## config.mk

```make
export PLATFORM = sky130hd
export DESIGN_NAME = ring_stop_ctrl
export DESIGN_NICKNAME = d
export VERILOG_FILES = /design/src/rtl/ring_pkg.sv /design/src/rtl/ring_inj_fifo.sv /design/src/rtl/ring_stop_ctrl.sv
export SDC_FILE = /design/constraint.sdc
export NUM_CORES = 1
export LEC_CHECK = 0
export ABC_CLOCK_PERIOD_IN_PS = 3200
export BUFFER_PORTS_ARGS = -buffer_cell sky130_fd_sc_hd__buf_4
export CORE_MARGIN = 4
export CORE_UTILIZATION = 59
export DETAILED_ROUTE_END_ITERATION = 10
export GPL_TIMING_DRIVEN = 1
export PLACE_DENSITY_LB_ADDON = 0.2
export SLEW_MARGIN = 5
export SYNTH_ARGS = -nofsm -noshare
export SYNTH_HDL_FRONTEND = slang
export SYNTH_SLANG_ARGS = --single-unit
```

## constraint.sdc

```tcl
create_clock -name clk -period 3.2 [get_ports clk]
set_input_delay 0.16 -clock clk [delete_from_list [all_inputs] [get_ports clk]]
set_output_delay 0.16 -clock clk [all_outputs]
set_load 0.05 [all_outputs]
```

## src/rtl/ring_pkg.sv

```systemverilog
// ============================================================================
// ring_pkg : flit field layout and stop-controller FSM encodings. Rev 1.0
// ============================================================================
`default_nettype none

package ring_pkg;

  localparam int DST_W       = 4;
  localparam int FLIT_W      = 8;
  localparam int FLIT_V      = FLIT_W - 1;
  localparam int FLIT_DST_HI = FLIT_W - 2;
  localparam int FLIT_DST_LO = FLIT_W - 1 - DST_W;

  typedef enum logic [1:0] {
    IDLE   = 2'd0,
    WAIT   = 2'd1,
    STARVE = 2'd2
  } stop_state_e;

endpackage

`default_nettype wire

```

## src/rtl/ring_inj_fifo.sv

```systemverilog
// ============================================================================
// ring_inj_fifo : local injection queue, power-of-two depth, async active-low reset. Rev 1.0
// ============================================================================
`default_nettype none

module ring_inj_fifo #(
  parameter int WIDTH = 8,
  parameter int DEPTH = 4
) (
  input  logic             clk,
  input  logic             rst,
  input  logic             push,
  input  logic             pop,
  input  logic [WIDTH-1:0] din,
  output logic [WIDTH-1:0] dout,
  output logic             full,
  output logic             empty
);

  localparam int c_AW = (DEPTH > 2) ? $clog2(DEPTH) : 1;
  localparam logic [c_AW:0] c_FULL = (c_AW + 1)'(DEPTH);

  logic [WIDTH-1:0] r_mem [DEPTH];
  logic [c_AW-1:0]  r_wr;
  logic [c_AW-1:0]  r_rd;
  logic [c_AW:0]    r_count;
  logic             w_do_push;
  logic             w_do_pop;

  assign w_do_push = push && !full;
  assign w_do_pop  = pop && !empty;
  assign full      = (r_count == c_FULL);
  assign empty     = (r_count == '0);
  assign dout      = r_mem[r_rd];

  always_ff @(posedge clk or negedge rst) begin
    if (!rst) begin
      r_wr    <= '0;
      r_rd    <= '0;
      r_count <= '0;
    end else begin
      if (w_do_push) r_wr <= r_wr + 1'b1;
      if (w_do_pop)  r_rd <= r_rd + 1'b1;
      case ({w_do_push, w_do_pop})
        2'b10:   r_count <= r_count + 1'b1;
        2'b01:   r_count <= r_count - 1'b1;
        default: r_count <= r_count;
      endcase
    end
  end

  // Storage needs no reset: contents are only visible through a valid count.
  always_ff @(posedge clk) begin
    if (w_do_push) r_mem[r_wr] <= din;
  end

endmodule

`default_nettype wire

```

## src/rtl/ring_stop_ctrl.sv

```systemverilog
// ============================================================================
// ring_stop_ctrl : ring stop inject/eject scheduler with starvation slot request.
// Optional RING_STOP_STATS_EN adds stat_inj/stat_ej/stat_fwd counters. Rev 1.0
// ============================================================================
`default_nettype none

module ring_stop_ctrl
  import ring_pkg::*;
#(
  parameter int DATAWID    = 8,
  parameter int NODE_ID    = 0,
  parameter int NODES      = 12,
  parameter int FIFO_DEPTH = 4,
  parameter int STARVE_LIM = 8
) (
  input  logic               clk,
  input  logic               rst,
  input  logic               inj_valid,
  output logic               inj_ready,
  input  logic [DATAWID-1:0] inj_data,
  input  logic [DATAWID-1:0] ring_in,
  output logic [DATAWID-1:0] ring_out,
  output logic               eject_valid,
  output logic [DATAWID-1:0] eject_data,
  output logic               slot_req,
  input  logic               slot_grant
`ifdef RING_STOP_STATS_EN
  ,
  output logic [31:0]        stat_inj,
  output logic [31:0]        stat_ej,
  output logic [31:0]        stat_fwd
`endif
);

  localparam int c_V      = DATAWID - FLIT_W + FLIT_V;
  localparam int c_DST_HI = DATAWID - FLIT_W + FLIT_DST_HI;
  localparam int c_DST_LO = DATAWID - FLIT_W + FLIT_DST_LO;
  localparam int c_CW     = (STARVE_LIM > 2) ? $clog2(STARVE_LIM) : 1;
  localparam logic [DST_W-1:0]   c_NODE   = DST_W'(NODE_ID);
  localparam logic [DST_W:0]     c_NODES  = (DST_W + 1)'(NODES);
  localparam logic [c_CW-1:0]    c_LIM_M1 = c_CW'(STARVE_LIM - 1);
  localparam logic [DATAWID-1:0] c_VBIT   = {1'b1, {(DATAWID-1){1'b0}}};

  logic               w_in_valid;
  logic [DST_W-1:0]   w_dst;
  logic               w_eject;
  logic               w_fwd;
  logic               w_push;
  logic               w_pop;
  logic               w_full;
  logic               w_empty;
  logic               w_blocked;
  logic [DATAWID-1:0] w_head;

  stop_state_e     r_state;
  stop_state_e     r_state_nxt;
  logic [c_CW-1:0] r_cnt;
  logic [c_CW-1:0] r_cnt_nxt;

  assign w_in_valid = ring_in[c_V];
  assign w_dst      = ring_in[c_DST_HI:c_DST_LO];
  assign w_eject    = w_in_valid && ({1'b0, w_dst} < c_NODES) && (w_dst == c_NODE);
  assign w_fwd      = w_in_valid && !w_eject;
  assign w_pop      = !w_fwd && !w_empty && !slot_grant;
  assign w_blocked  = !w_empty && !w_pop;
  assign inj_ready  = !w_full;
  assign w_push     = inj_valid && inj_ready;

  ring_inj_fifo #(
    .WIDTH (DATAWID),
    .DEPTH (FIFO_DEPTH)
  ) u_fifo (
    .clk   (clk),
    .rst   (rst),
    .push  (w_push),
    .pop   (w_pop),
    .din   (inj_data),
    .dout  (w_head),
    .full  (w_full),
    .empty (w_empty)
  );

  always_ff @(posedge clk or negedge rst) begin
    if (!rst) begin
      ring_out    <= '0;
      eject_valid <= 1'b0;
      eject_data  <= '0;
      slot_req    <= 1'b0;
    end else begin
      ring_out    <= w_fwd ? ring_in : (w_pop ? (w_head | c_VBIT) : '0);
      eject_valid <= w_eject;
      if (w_eject) eject_data <= ring_in;
      slot_req    <= (r_state_nxt == STARVE);
    end
  end

  always_ff @(posedge clk or negedge rst) begin
    if (!rst) begin
      r_state <= IDLE;
      r_cnt   <= '0;
    end else begin
      r_state <= r_state_nxt;
      r_cnt   <= r_cnt_nxt;
    end
  end

  // r_cnt holds the number of blocked cycles seen so far while in WAIT.
  always_comb begin
    r_state_nxt = r_state;
    r_cnt_nxt   = r_cnt;
    case (r_state)
      IDLE: begin
        if (w_blocked) begin
          r_state_nxt = WAIT;
          r_cnt_nxt   = c_CW'(1);
        end
      end
      WAIT: begin
        if (!w_blocked) begin
          r_state_nxt = IDLE;
          r_cnt_nxt   = '0;
        end else if (r_cnt == c_LIM_M1) begin
          r_state_nxt = STARVE;
        end else begin
          r_cnt_nxt = r_cnt + c_CW'(1);
        end
      end
      STARVE: begin
        if (!w_blocked) begin
          r_state_nxt = IDLE;
          r_cnt_nxt   = '0;
        end
      end
      default: begin
        r_state_nxt = IDLE;
        r_cnt_nxt   = '0;
      end
    endcase
  end

`ifdef RING_STOP_STATS_EN
  always_ff @(posedge clk or negedge rst) begin
    if (!rst) begin
      stat_inj <= '0;
      stat_ej  <= '0;
      stat_fwd <= '0;
    end else begin
      if (w_pop)   stat_inj <= stat_inj + 32'd1;
      if (w_eject) stat_ej  <= stat_ej + 32'd1;
      if (w_fwd)   stat_fwd <= stat_fwd + 32'd1;
    end
  end
`endif

endmodule

`default_nettype wire

```

-- Word-level counts from Yosys, hierarchy flattened
Memories as Yosys holds them, arrays and structs flattened.
Cells that the tools add are included.
- output and inout port bits: 19
- memories kept: 1
- input port bits: 20
- bits in registers: 30
- RAM bits: 32
- order comparisons: 1
- multiplexer cells: 15
- reduce and logical (&&, ||, !) cells: 20
- equal/unequal tests: 10
- add/sub/neg operators: 5
- memories (memory ; words ; width ; read ports ; clocked after Yosys merged registers in ; wr ports ; line ; text):
    u_fifo.r_mem ; 4 ; 8 ; 1 ; 0 ; 1 ; ring_inj_fifo.sv:23 ; logic [WIDTH-1:0] r_mem [DEPTH];
- operator list (operator ; number):
    $mux W8 ; 2
    $mux W3 ; 4
    $logic_and A1 B1 Y1 ; 9
    $pmux W3 S3 ; 1
    $mux W2 ; 4
    $add A3 B1 Y3 const B ; 2
    $eq A2 B2 Y1 const B ; 3
    $eq A3 B3 Y1 const B ; 2
    $logic_not A1 Y1 ; 6
    $pmux W2 S3 ; 1
    $pmux W3 S2 ; 1
    $add A2 B1 Y2 const B ; 2
    $eq A2 B1 Y1 const B ; 2
    $logic_not A4 Y1 ; 1
    $lt A4 B4 Y1 const B ; 1
    $ne A2 B2 Y1 const B ; 2
    $logic_not A3 Y1 ; 1
    $ne A3 B3 Y1 const B ; 1
    $reduce_and A3 Y1 ; 1
    $sub A3 B1 Y3 const B ; 1
    $logic_not A2 Y1 ; 1
    $mux W1 ; 2
    $reduce_bool A2 Y1 ; 1

-- Logic depth before layout (Yosys ltp)
Gate-level depths: netlist of run 1.
- depth after elaboration: 13
- gate-level depth with buffers: 10
- gate-level depth less buffers: 10

-- Cells and area by module
From an unflattened synthesis of run 1, not the netlist that was laid out.
- cells, all modules: 158
- area total of the unflattened synthesis: 2603.7 um^2
- modules (own cells, without submodules) (module ; area each (um^2) ; cells each ; times used):
    ring_inj_fifo ; 1591.5 ; 80 ; 1
    ring_stop_ctrl ; 1012.2 ; 78 ; 1

-- Worst setup path before layout of run 1
No wires, ideal clock.
- kind: register to register
- start point: register u_fifo.r_count[0]
- end point: register u_fifo.r_count[2]
- stages on the path, launching flop included: 11
- setup time: 79 ps
- buffers on the path: 0
- data arrival time: 2347 ps
- slack: 774 ps
- cell sequence: dfrtp_1 inv_1 nand3_1 and2_1 inv_1 ha_1 inv_1 fa_1 xor2_1 nor2_1 xor2_1
- elaborated cells on any way between the ends: 15
- RTL lines (what ; line ; text):
    from (decl) ; ring_inj_fifo.sv:26 ; logic [c_AW:0] r_count;
    from (signal assigned) ; ring_inj_fifo.sv:45 ; 2'b10: r_count <= r_count + 1'b1;
    from (signal assigned) ; ring_inj_fifo.sv:46 ; 2'b01: r_count <= r_count - 1'b1;
    from (signal assigned) ; ring_inj_fifo.sv:47 ; default: r_count <= r_count;
    $eq A3 B3 Y1 * ; ring_inj_fifo.sv:32 ; assign full = (r_count == c_FULL);
    $logic_not A1 Y1 * ; ring_stop_ctrl.sv:66 ; assign inj_ready = !w_full;
    net inj_ready ; ring_stop_ctrl.sv:19 ; output logic inj_ready,
    $logic_and A1 B1 Y1 ; ring_stop_ctrl.sv:67 ; assign w_push = inj_valid && inj_ready;
    $logic_and A1 B1 Y1 * ; ring_inj_fifo.sv:30 ; assign w_do_push = push && !full;
    $eq A2 B1 Y1 or $eq A2 B2 Y1 (tied branches) ; ring_inj_fifo.sv:44 ; case ({w_do_push, w_do_pop})
    $pmux W3 S2 or $reduce_bool A2 Y1 (tied branches) ; n/a ;
Mark *: on every way through the listed nets, which the timed path passes. The rest lies on a longest branch.
A chain may end at the register's enable or synchronous reset.

-- Final worst setup path of run 1
- start point: register u_fifo.r_count[0]
- end point: register u_fifo.r_count[2]
- cells in the longest elaborated chain, start to end: 7
- elaborated cells on any way between the ends: 15
- RTL lines (what ; line ; text):
    $logic_not A3 Y1 ; ring_inj_fifo.sv:33 ; assign empty = (r_count == '0);
    $logic_not A1 Y1 ; ring_inj_fifo.sv:31, ring_stop_ctrl.sv:64 ;
    $logic_and A1 B1 Y1 (2 in series) ; ring_stop_ctrl.sv:64 ; assign w_pop = !w_fwd && !w_empty && !slot_grant;
    $logic_and A1 B1 Y1 ; ring_inj_fifo.sv:31 ; assign w_do_pop = pop && !empty;
    $eq A2 B1 Y1 or $eq A2 B2 Y1 (tied branches) ; ring_inj_fifo.sv:44 ;
    $pmux W3 S2 or $reduce_bool A2 Y1 (tied branches) ; n/a ;
Several ways; a longest one is shown, not always the timed one.

==> impl_results.md, run 1 <==
- Met2 WL post-DR: 1935 um
- Tcrit/Tclk final: 66.86%
- N_diodes: 0
- Clock latency on the worst-skew pair: 0.32 ns
- Worst slew pin tran: 0.5454 ns
- Top layer in use: met4
- TritonCTS Buffers: 9
- Number of H-tree levels: 3
- Yosys cell types: 34
- Final HPWL DP: 2831 um
- Layout Skew: 0.007956 ns
- Slew margin rel.: 63.30%
- Vias: 1337
- Met3 wire length: 311 um
- Reg2Reg Depth: 10
- Run status: finished, final reports clean
- Post-synth EDFFs: 28
- Peak supply drop: 519.1 uV
- Type of the worst setup path: register to register
- Hold Path Class: input pin to register
- Final core occ: 76.41%
- Largest net degree at the start of global routing: 31
- Crit path DAT: 2.37 ns
- Number of remaining DRC errors: 0
- Worst-path clk slew: 0.06 ns
- GRT Total Usage: 17.73%
- Met1 Wirelength: 1656 um
- Final hold vios: 0
- Syn Inst Count: 143
- Final Wtd Congestion: 0.7609
- Starting Density: 62.41%
- CTS tree: built
- Ratio of cells with drive above 1 in the final layout: 36.41%
- Synth-to-Final Area Change: 22.43%
- WP data required: 3.43 ns
- Post-layout minimum cycle time: 2.140 ns
- Postcts setup bufs: 0
- Routed WL: 3960 um
- Clk root buf: clkbuf_8
- Vias in the first global route: 1371
- Max Freq: 467.4 MHz
- Yosys warns: 0
- Antenna-violating nets left: 0
- RSZ-0062 raised after global routing: no
- Overflow after GRT: 0
- Final Setup Violations: 0
- Syn Area/Cell: 16.46 sq um
- Crit. End Element: register
- TritonRoute pass-1 iters: 4
- Max-slew violations: 0
- Nets: 218
- Seq/Total Area, Yosys: 67.62%
- Initial DRC count: 104
- Vias per cell: 5.502
- Die area: 5064 sq um
- Element type at the critical path start: register
- P_leak: 1.247 nW
- Port Buffers: 37
- Post-Syn Area: 2354 sq um
- # IOs: 39
- Syn_nets: 171
- First-pass GRT wire length: 6589 um
- Antenna violations before repair: 0
- Wirelength per Cell: 16.30 um
- Commonest non-fill, non-tap cell in the layout: buf_4
- Max-Cap Viols: 0
- Pwr Density: 846.2 nW/um^2
- Ys async rst share: 51.72%
- Clock Path Buffers: 2
- Rows: 22
- Hold path depth: 1
- Die width: 71.16 um
- FILL cells: 215
- DIE HEIGHT: 71.16 um
- Core area: 3771 sq um
- Dominant synthesized flop cell: dfrtp_1
- Setup TNS: 0 ns
- #FFs+latches synth: 58
- Critical path peak fanout: 6
- Num Clock Sinks: 58
- Most frequent cells in the layout: 37 x buf_4, 30 x dfrtp_1, 28 x edfxtp_1
## worst max-delay path: stages, from the launching register on
cell and delay [ns]:
dfrtp_1 0.42, inv_1 0.12, nand3_1 0.18, and2_1 0.26
inv_1 0.06, ha_1 0.16, inv_1 0.06, fa_1 0.37
xor2_1 0.16, nor2_1 0.11, xor2_1 0.16
## where the power goes
| group | internal [mW] | switching (mW) |
|---|---|---|
| combinational | 0.320 | 0.391 |
| sequential | 0.964 | 0.136 |
| clock | 0.379 | 0.248 |
## cell families (layout without fill, tap and decap cells)
| family | Yosys count | count (layout) | synth area share (%) |
|---|---|---|---|
| DFF | 58 | 58 | 67.62 |
| AOI/OAI and AO/OA | 17 | 17 | 6.113 |
| and+or+nand+nor | 26 | 26 | 6.752 |
| adders and majority gates | 8 | 8 | 4.572 |
| muxes | 14 | 14 | 9.994 |
| buffers and inverters | 12 | 64 | 1.967 |
| xor gates and xnor gates | 8 | 8 | 2.977 |
## timing repair
| action | CTS | global route |
|---|---|---|
| hold buffers | 1 | 0 |
| resized for setup | 0 | 0 |
| endpoints found under the hold margin | 30 | 0 |
| setup endpoints to repair | 0 | 0 |
## per-stage QoR
step / area [sq um] / std cells / setup WS [ns] / hold WS (ns) / total power, mW
6_report: 2882 / 243 / 1.060 / 0.03867 / 2.438
3_3_place_gp: 2683 / 226 / 0.8683 / 0.09327 / 1.779
3_5_place_dp: 2683 / 226 / 0.8149 / 0.1053 / 1.831
2_1_floorplan: 2354 / 143 / 0.7738 / -0.1356 / 1.618
5_1_grt: 2882 / 243 / 0.8809 / 0.01942 / 2.591
4_1_cts: 2882 / 243 / 1.065 / 0.01946 / 2.466
## routing by layer
metal  track usage, %  vias up
met4            8.142        0
met3            7.528        6
met5                0        -
met1            22.30      652
met2            26.73       51
li1                 -      628
## worst paths after layout
path	end	startpoint	slack, ns
worst max-delay path	u_fifo.r_count[2]$_DFFE_PN0P_	u_fifo.r_count[0]$_DFFE_PN0P_	1.06
worst min-delay path	u_fifo.r_mem[0][6]$_DFFE_PP_	inj_data[6]	0.04
worst max register to register	u_fifo.r_count[2]$_DFFE_PN0P_	u_fifo.r_count[0]$_DFFE_PN0P_	1.06
worst min register to register	eject_data[7]$_DFFE_PN0P_	eject_data[7]$_DFFE_PN0P_	0.48
max in group asynchronous	u_fifo.r_wr[0]$_DFFE_PN0P_	rst	2.63
min in group asynchronous	ring_out[0]$_DFF_PN0_	rst	0.30
## sequential cells by signal, summed over array words and instances (netlist names), 2 cells and up
| name | flops |
|---|---|
| ring_out | 8 |
| u_fifo.r_wr | 2 |
| u_fifo.r_count | 3 |
| r_cnt | 3 |
| u_fifo.r_mem | 28 |
| u_fifo.r_rd | 2 |
| eject_data | 8 |
| r_state | 2 |
## final cells by class
type                       instances  area, sq um  share of cell area, %
multi-input combinational         73        715.7                  24.84
sequential                        58         1592                  55.23
timing repair buffer              38        287.8                  9.987
tap                               48        60.06                  2.084
clock inverter                     3        40.04                  1.389
inverter                          10        37.54                  1.303
clock buffer                      13        148.9                  5.167
## Yosys cell counts, drive strengths merged (2+ instances only)
cell type	instances	area, sq um
xor2	4	35.03
a22o	7	66.32
o31ai	2	15.01
dfrtp	30	750.7
nor2	5	18.77
nand2	2	10.01
nand3	3	15.01
and2	5	31.28
ha	7	87.58
mux4	7	157.7
inv	10	37.54
buf	2	8.750
nor3	2	26.28
a211oi	2	15.01
nor2b	2	12.51
mux2	6	67.56
and3	4	25.02
xnor2	4	35.03
edfxtp	28	840.8
Power figures use the tool's default switching activity.
==> inputs of run 2 (changes only) <==
- ABC_AREA: default -> 1
- ABC_CLOCK_PERIOD_IN_PS: 3200 -> 2100
- CORE_UTILIZATION: 59 -> 55
- clock period: 3.2 -> 2.1 ns (I/O delays scaled with it)
==> impl_results.md, run 2 <==
- Commonest non-fill, non-tap cell in the layout: buf_4 (unchanged)
- Die width: 73.66 um (was 71.16 um)
- Register area: 1592 sq um (unchanged)
- Antenna violations before repair: 0 (unchanged)
- Synth-to-Final Area Change: 31.29% (was 22.43%)
- Pwr Density: 1325 nW/um^2 (was 846.2 nW/um^2)
- Core area: 4086 sq um (was 3771 sq um)
- Final hold vios: 0 (unchanged)
- Antenna-violating nets left: 0 (unchanged)
- Number of remaining DRC errors: 0 (unchanged)
- Layout Skew: 0.006974 ns (was 0.007956 ns)
- Max-Cap Viols: 0 (unchanged)
- Largest area contributor in the netlist: edfxtp_1 (unchanged)
- TritonCTS Buffers: 9 (unchanged)
- Run status: finished, final reports clean (unchanged)
- Post-synth top area share: 35.46% (was 35.73%)
- Worst-path clk slew: 0.07 ns (was 0.06 ns)
- Most Crowded Layer GR: met2 (unchanged)
- Combinational family with the most area after synthesis: simple AND/OR/NAND/NOR gates (was multiplexers)
- Tcrit/Tclk final: 93.47%
- N_diodes: 0 (unchanged)
- Slew margin rel.: 67.74% (was 63.30%)
- Vias: 1591 (was 1337)
- Most frequent cells in the layout: 43 x buf_4, 34 x nor2_1, 30 x dfrtp_1 (was 37 x buf_4, 30 x dfrtp_1, 28 x edfxtp_1)
- Max reg flops: 28 (unchanged)
- Vias per cell: 4.956 (was 5.502)
- Max-slew violations: 0 (unchanged)
- Number of H-tree levels: 3 (unchanged)
- Ys async rst share: 51.72% (unchanged)
- Met1 usage: 23.61% (was 22.30%)
- RSZ-0062 raised after global routing: no (unchanged)
- Overall power: 4.125 mW (was 2.438 mW)
- Vias in the first global route: 1579 (was 1371)
- P_leak: 1.427 nW (was 1.247 nW)
- Largest regs: u_fifo.r_mem: 28 flops, eject_data: 8 flops, ring_out: 8 flops (unchanged)
- First-pass GRT wire length: 7307 um (was 6589 um)
- # IOs: 39 (unchanged)
- Clock Path Buffers: 2 (unchanged)
- Post-synthesis simple-gate area fraction: 14.04% (was 6.752%)
- Most frequent cell after synthesis: nor2_1 (was dfrtp_1)
- FILL cells: 281 (was 215)
- Worst Hold Path EP: ring_out[5]$_DFF_PN0_ (was u_fifo.r_mem[0][6]$_DFFE_PP_)
- Syn Inst Count: 202 (was 143)
- Routed WL: 4462 um (was 3960 um)
- Nets: 294 (was 218)
- Met2 Track Usage GR: 28.64% (was 26.73%)
- Hold Slack: 0.04033 ns (was 0.03867 ns)
- Overflow after GRT: 0 (unchanged)
- Crit path DAT: 2.18 ns (was 2.37 ns)
- Final Wtd Congestion: 0.8076 (was 0.7609)
- Num Clock Sinks: 58 (unchanged)
- Syn_nets: 230 (was 171)
- Worst slew pin tran: 0.4838 ns (was 0.5454 ns)
- TritonRoute pass-1 iters: 4 (unchanged)
- Final HPWL DP: 2973 um (was 2831 um)
- Grt met3 use: 7.387% (was 7.528%)
- Worst R2R Setup Slack: 0.20 ns (was 1.06 ns)
- Final core occ: 76.18% (was 76.41%)
- Post-synthesis xor/xnor area fraction: 1.478% (was 2.977%)
- Rows: 23 (was 22)
- Worst R2R Start: u_fifo.r_count[0]$_DFFE_PN0P_ (unchanged)
- Syn Area/Cell: 11.74 sq um (was 16.46 sq um)
- Dominant synthesized flop cell: dfrtp_1 (unchanged)
- Hold Path Class: input pin to register (unchanged)
- Yosys warns: 0 (unchanged)
- Post-Synth Adder-Cell Area: 4.538% (was 4.572%)
- GRT Total Usage: 18.61% (was 17.73%)
- Port Buffers: 37 (unchanged)
- Seq/Total Area, Yosys: 67.12% (was 67.62%)
- Reg2Reg Depth: 8 (was 10)
- Multi-input gate area: 698.2 sq um (was 715.7 sq um)
- Most area-consuming cells after synthesis: edfxtp_1 35%, dfrtp_1 32%, nor2_1 5.5% (was edfxtp_1 36%, dfrtp_1 32%, mux4_2 6.7%)
- Yosys cell types: 26 (was 34)
- Post-Syn Area: 2371 sq um (was 2354 sq um)
- Clock latency on the worst-skew pair: 0.34 ns (was 0.32 ns)
- Hold path depth: 2 (was 1)
- Ratio of cells with drive above 1 in the final layout: 28.04% (was 36.41%)
- Clk root buf: clkbuf_8 (unchanged)
- DIE HEIGHT: 73.66 um (was 71.16 um)
- Crit. End Element: register (unchanged)
- Mux contribution to synthesized area: 0% (was 9.995%)
- Starting Density: 58.02% (was 62.41%)
- Max Freq: 509.5 MHz
- Largest Register: u_fifo.r_mem (unchanged)
- Type of the worst setup path: input pin to register (was register to register)
- CTS tree: built (unchanged)
- Wirelength per Cell: 13.90 um (was 16.30 um)
- Final Setup Violations: 0 (unchanged)
- Die area: 5425 sq um (was 5064 sq um)
- Post-synth EDFFs: 28 (unchanged)
- Peak supply drop: 819.0 uV (was 519.1 uV)
- WP data required: 2.32 ns (was 3.43 ns)
- Element type at the critical path start: input pin (was register)
- Critical path peak fanout: 6 (unchanged)
- Critical R2R Capture: u_fifo.r_count[1]$_DFFE_PN0P_ (was u_fifo.r_count[2]$_DFFE_PN0P_)
- Hold_sp: ring_in[5] (was inj_data[6])
- Post-layout minimum cycle time: 1.963 ns
- #FFs+latches synth: 58 (unchanged)
- Setup TNS: 0 ns (unchanged)
- Compound-Gate Fraction of Synth Area: 8.443% (was 6.114%)
- Largest net degree at the start of global routing: 31 (unchanged)
- Initial DRC count: 78 (was 104)
- Most instantiated cells after synthesis: 35 x nor2_1, 30 x dfrtp_1, 28 x edfxtp_1 (was 30 x dfrtp_1, 28 x edfxtp_1, 10 x inv_1)
-- run 2: changes by cell type in the layout (fill, tap and decap cells not counted), sizes merged, moves of 4 or more --
cell         delta
nand2          +26
and2            -5
and3            -4
o21ai          +16
mux2            -6
inv            +13
clkbuf          -4
dlygate4sd3    +12
buf             +6
o22ai           +7
mux4            -7
nor2           +32
-- run 2: worst max-delay path, stage by stage --
cell	delay, ns
dlygate4sd3_1	0.54
buf_4	0.14
nor2_2	0.10
nand3_2	0.10
nand2_4	0.11
nand2_4	0.09
inv_2	0.08
ha_1	0.14
inv_1	0.07
fa_2	0.34
a21oi_1	0.13
o21ai_1	0.09
xnor2_1	0.13
-- run 2: layout make-up --
cell class | instances | area share (%)
flip-flops and latches | 58 | 51.13
multi-input cells | 117 | 22.43
repair buffers | 56 | 14.55
clock buffers | 9 | 3.979
clock inverters | 7 | 3.014
inverters | 24 | 2.894
well taps | 50 | 2.010
-- run 2: stage by stage --
step | setup WS, ns | area [sq um] | cells
global route | 0.02085 | 3113 | 321
CTS | 0.06034 | 3098 | 321
floorplan | 0.04775 | 2379 | 202
detailed placement | 0.1564 | 2750 | 292
finish | 0.1371 | 3113 | 321
global placement | 0.2114 | 2750 | 292
-- run 2: worst max-delay path by stage --
stage                     depth (start not counted)                          start                            end
final                                            13                     ring_in[4]  u_fifo.r_count[2]$_DFFE_PN0P_
after global routing                             13                     ring_in[6]  u_fifo.r_count[2]$_DFFE_PN0P_
after CTS                                        13                     ring_in[6]  u_fifo.r_count[2]$_DFFE_PN0P_
after detailed placement                         10  u_fifo.r_count[2]$_DFFE_PN0P_  u_fifo.r_count[2]$_DFFE_PN0P_
after global placement                           10  u_fifo.r_count[2]$_DFFE_PN0P_  u_fifo.r_count[2]$_DFFE_PN0P_
after floorplan                                   9  u_fifo.r_count[0]$_DFFE_PN0P_  u_fifo.r_count[2]$_DFFE_PN0P_
-- run 2: timing repair --
item                                   CTS  global route
buffers inserted                         0             0
gates resized for setup                  0             5
hold buffers                            13             0
endpoints found under the hold margin   65             0
setup endpoints to repair                0             1
-- run 2: cell families after synthesis --
family,after synthesis
AND/OR/NAND/NOR,72
XOR/XNOR,4
flip-flops,58
AO/OA/AOI/OAI,33
buffers and inverters,27
adder cells (fa/ha/maj),8
-- run 2: where the power goes --
group          total [mW]  leakage (nW)  internal (mW)  switching [mW]
clock                1.12         0.105          0.664           0.455
combinational        1.34         0.693          0.478           0.858
sequential           1.67         0.628           1.48           0.189
total                4.12          1.43           2.62            1.50
-- run 2: per-layer routing --
layer  vias to the layer above  wire, um  part of all wire [%]
met2                        46      2154                    48
met4                         0        44                  0.99
met1                       736      1951                    44
met3                         6       310                   6.9
met5                         -         0                     0
li1                        803         -                     -
==> inputs of run 3 (changes only) <==
- CORE_UTILIZATION: 55 -> 50
==> impl_results.md, run 3 (synthesized netlist as in run 2, its figures left out) <==
- First-pass GRT wire length: 7369 um (was 7307 um)
- GRT Total Usage: 16.85% (was 18.61%)
- Pwr Density: 1325 nW/um^2 (about the same)
- Most frequent cells in the layout: 43 x buf_4, 35 x nor2_1, 30 x dfrtp_1 (was 43 x buf_4, 34 x nor2_1, 30 x dfrtp_1)
- Commonest non-fill, non-tap cell in the layout: buf_4 (unchanged)
- RSZ-0062 raised after global routing: no (unchanged)
- Clock latency on the worst-skew pair: 0.33 ns (was 0.34 ns)
- CTS tree: built (unchanged)
- Final Setup Violations: 0 (unchanged)
- Post-layout minimum cycle time: 1.912 ns (was 1.963 ns)
- Final core occ: 68.62% (was 76.18%)
- Largest regs: u_fifo.r_mem: 28 flops, eject_data: 8 flops, ring_out: 8 flops (unchanged)
- Critical Path Stages: 8 (was 13)
- Synth-to-Final Area Change: 29.50% (was 31.29%)
- # placed instances: 294 (was 292)
- Largest Register: u_fifo.r_mem (unchanged)
- N_diodes: 0 (unchanged)
- Layout Skew: 0.005248 ns (was 0.006974 ns)
- Clk root buf: clkbuf_8 (unchanged)
- Worst-path clk slew: 0.07 ns (about the same)
- Routed WL: 4382 um (was 4462 um)
- Initial DRC count: 61 (was 78)
- Post-CTS sizing: 0 (unchanged)
- FILL cells: 339 (was 281)
- Dpl cell area: 2753 sq um (was 2750 sq um)
- Tcrit/Tclk final: 91.07% (was 93.47%)
- Port Buffers: 37 (unchanged)
- Slowest stage delay, CP: 0.41 ns (was 0.54 ns)
- Postcts setup bufs: 0 (unchanged)
- Starting Density: 52.99% (was 58.02%)
- Overflow after GRT: 0 (unchanged)
- Max reg flops: 28 (unchanged)
- Post-route cell area: 3070 sq um (was 3113 sq um)
- Critical path, cell by cell: nor3_1 > nor2_1 > nand2_4 > inv_2 > ha_1 > inv_1 > fa_1 > o21ai_0 (was dlygate4sd3_1 > buf_4 > nor2_2 > nand3_2 > nand2_4 > nand2_4 > inv_2 > ha_1 > inv_1 > fa_2 > a21oi_1 > o21ai_1 > xnor2_1)
- Crit. End Element: register (unchanged)
- Max-Cap Viols: 0 (unchanged)
- Core area: 4474 sq um (was 4086 sq um)
- Die area: 5907 sq um (was 5425 sq um)
- Vias per cell: 4.822 (was 4.956)
- WP data required: 2.35 ns (was 2.32 ns)
- Type of the worst setup path: register to register (was input pin to register)
- Nets: 292 (was 294)
- TritonCTS Buffers: 9 (unchanged)
- Largest net degree at the start of global routing: 31 (unchanged)
- Antenna-violating nets left: 0 (unchanged)
- Final Wtd Congestion: 0.7818 (was 0.8076)
- Final HPWL DP: 2964 um (was 2973 um)
- Ratio of cells with drive above 1 in the final layout: 26.02% (was 28.04%)
- # IOs: 39 (unchanged)
- Die width: 76.86 um (was 73.66 um)
- Vias: 1548 (was 1591)
- DIE HEIGHT: 76.86 um (was 73.66 um)
- Antenna violations before repair: 0 (unchanged)
- TritonRoute pass-1 iters: 4 (unchanged)
- Number of H-tree levels: 3 (unchanged)
- Hold path depth: 2 (unchanged)
- Max Freq: 522.9 MHz (was 509.5 MHz)
- Num Clock Sinks: 58 (unchanged)
- Overall power: 4.070 mW (was 4.125 mW)
- Worst R2R Start: u_fifo.r_count[0]$_DFFE_PN0P_ (unchanged)
- Crit path from: u_fifo.r_count[0]$_DFFE_PN0P_ (was ring_in[4])
- Fin cells: 321 (unchanged)
- Setup TNS: 0 ns (unchanged)
- Number of remaining DRC errors: 0 (unchanged)
- Hold Slack: 0.01257 ns (was 0.04033 ns)
- Wirelength per Cell: 13.65 um (was 13.90 um)
- Critical path's slowest cell: fa_1 (was dlygate4sd3_1)
- Critical path peak fanout: 3 (was 6)
- Buffers & Inverters on Critical Path: 2 (was 4)
- Max-slew violations: 0 (unchanged)
- Worst slew pin tran: 0.4971 ns (was 0.4838 ns)
- Multi-input gate area: 683.2 sq um (was 698.2 sq um)
- Final hold vios: 0 (unchanged)
- Hold Path Class: input pin to register (unchanged)
- Hold_sp: ring_in[6] (was ring_in[5])
- P_leak: 1.413 nW (was 1.427 nW)
- Final Worst Setup Slack: 0.1876 ns (was 0.1371 ns)
- Reg2Reg Depth: 8 (unchanged)
- Peak supply drop: 637.0 uV (was 819.0 uV)
- Hold Buf Count CTS: 11 (was 13)
- Crit path DAT: 2.17 ns (was 2.18 ns)
- Register area: 1592 sq um (unchanged)
- Element type at the critical path start: register (was input pin)
- Vias in the first global route: 1500 (was 1579)
- Slew margin rel.: 66.86% (was 67.74%)
- Run status: finished, final reports clean (unchanged)
- Place WS: 0.1866 ns (was 0.1564 ns)
- Clock Path Buffers: 2 (unchanged)
- Rows: 24 (was 23)
- Crit path max-delay family: adder cells (was buffers and inverters)
==> run 3: area by class of cell <==
class                           instances  area share, %
Sequential cell                        58          51.83
Multi-Input combinational cell        117          22.25
Timing Repair Buffer                   54          14.10
Clock buffer                            9          4.034
Inverter                               24          2.934
Clock inverter                          7          2.730
Tap cell                               52          2.119
==> run 3: layer usage <==
metal	up-vias	track usage (%)	wire length, um
li1	795	-	-
met1	706	21.63	2016
met2	40	24.39	2040
met3	7	6.674	241
met4	0	9.239	83
met5	-	0	0
==> run 3: report_power, final <==
part | internal, mW | switching [mW] | total (mW) | leakage (nW)
logic | 0.473 | 0.858 | 1.33 | 0.684
registers | 1.48 | 0.183 | 1.66 | 0.628
clock network | 0.653 | 0.422 | 1.07 | 0.102
total | 2.61 | 1.46 | 4.07 | 1.41
==> run 3: path summary, 6_finish.rpt <==
path                            slack [ns]                            end
min in group asynchronous             0.24      eject_data[5]$_DFFE_PN0P_
worst min-delay path                  0.01          ring_out[6]$_DFF_PN0_
worst max register to register        0.19  u_fifo.r_count[1]$_DFFE_PN0P_
max in group asynchronous             1.59     u_fifo.r_wr[1]$_DFFE_PN0P_
worst max-delay path                  0.19  u_fifo.r_count[1]$_DFFE_PN0P_
worst min register to register        0.47      eject_data[7]$_DFFE_PN0P_
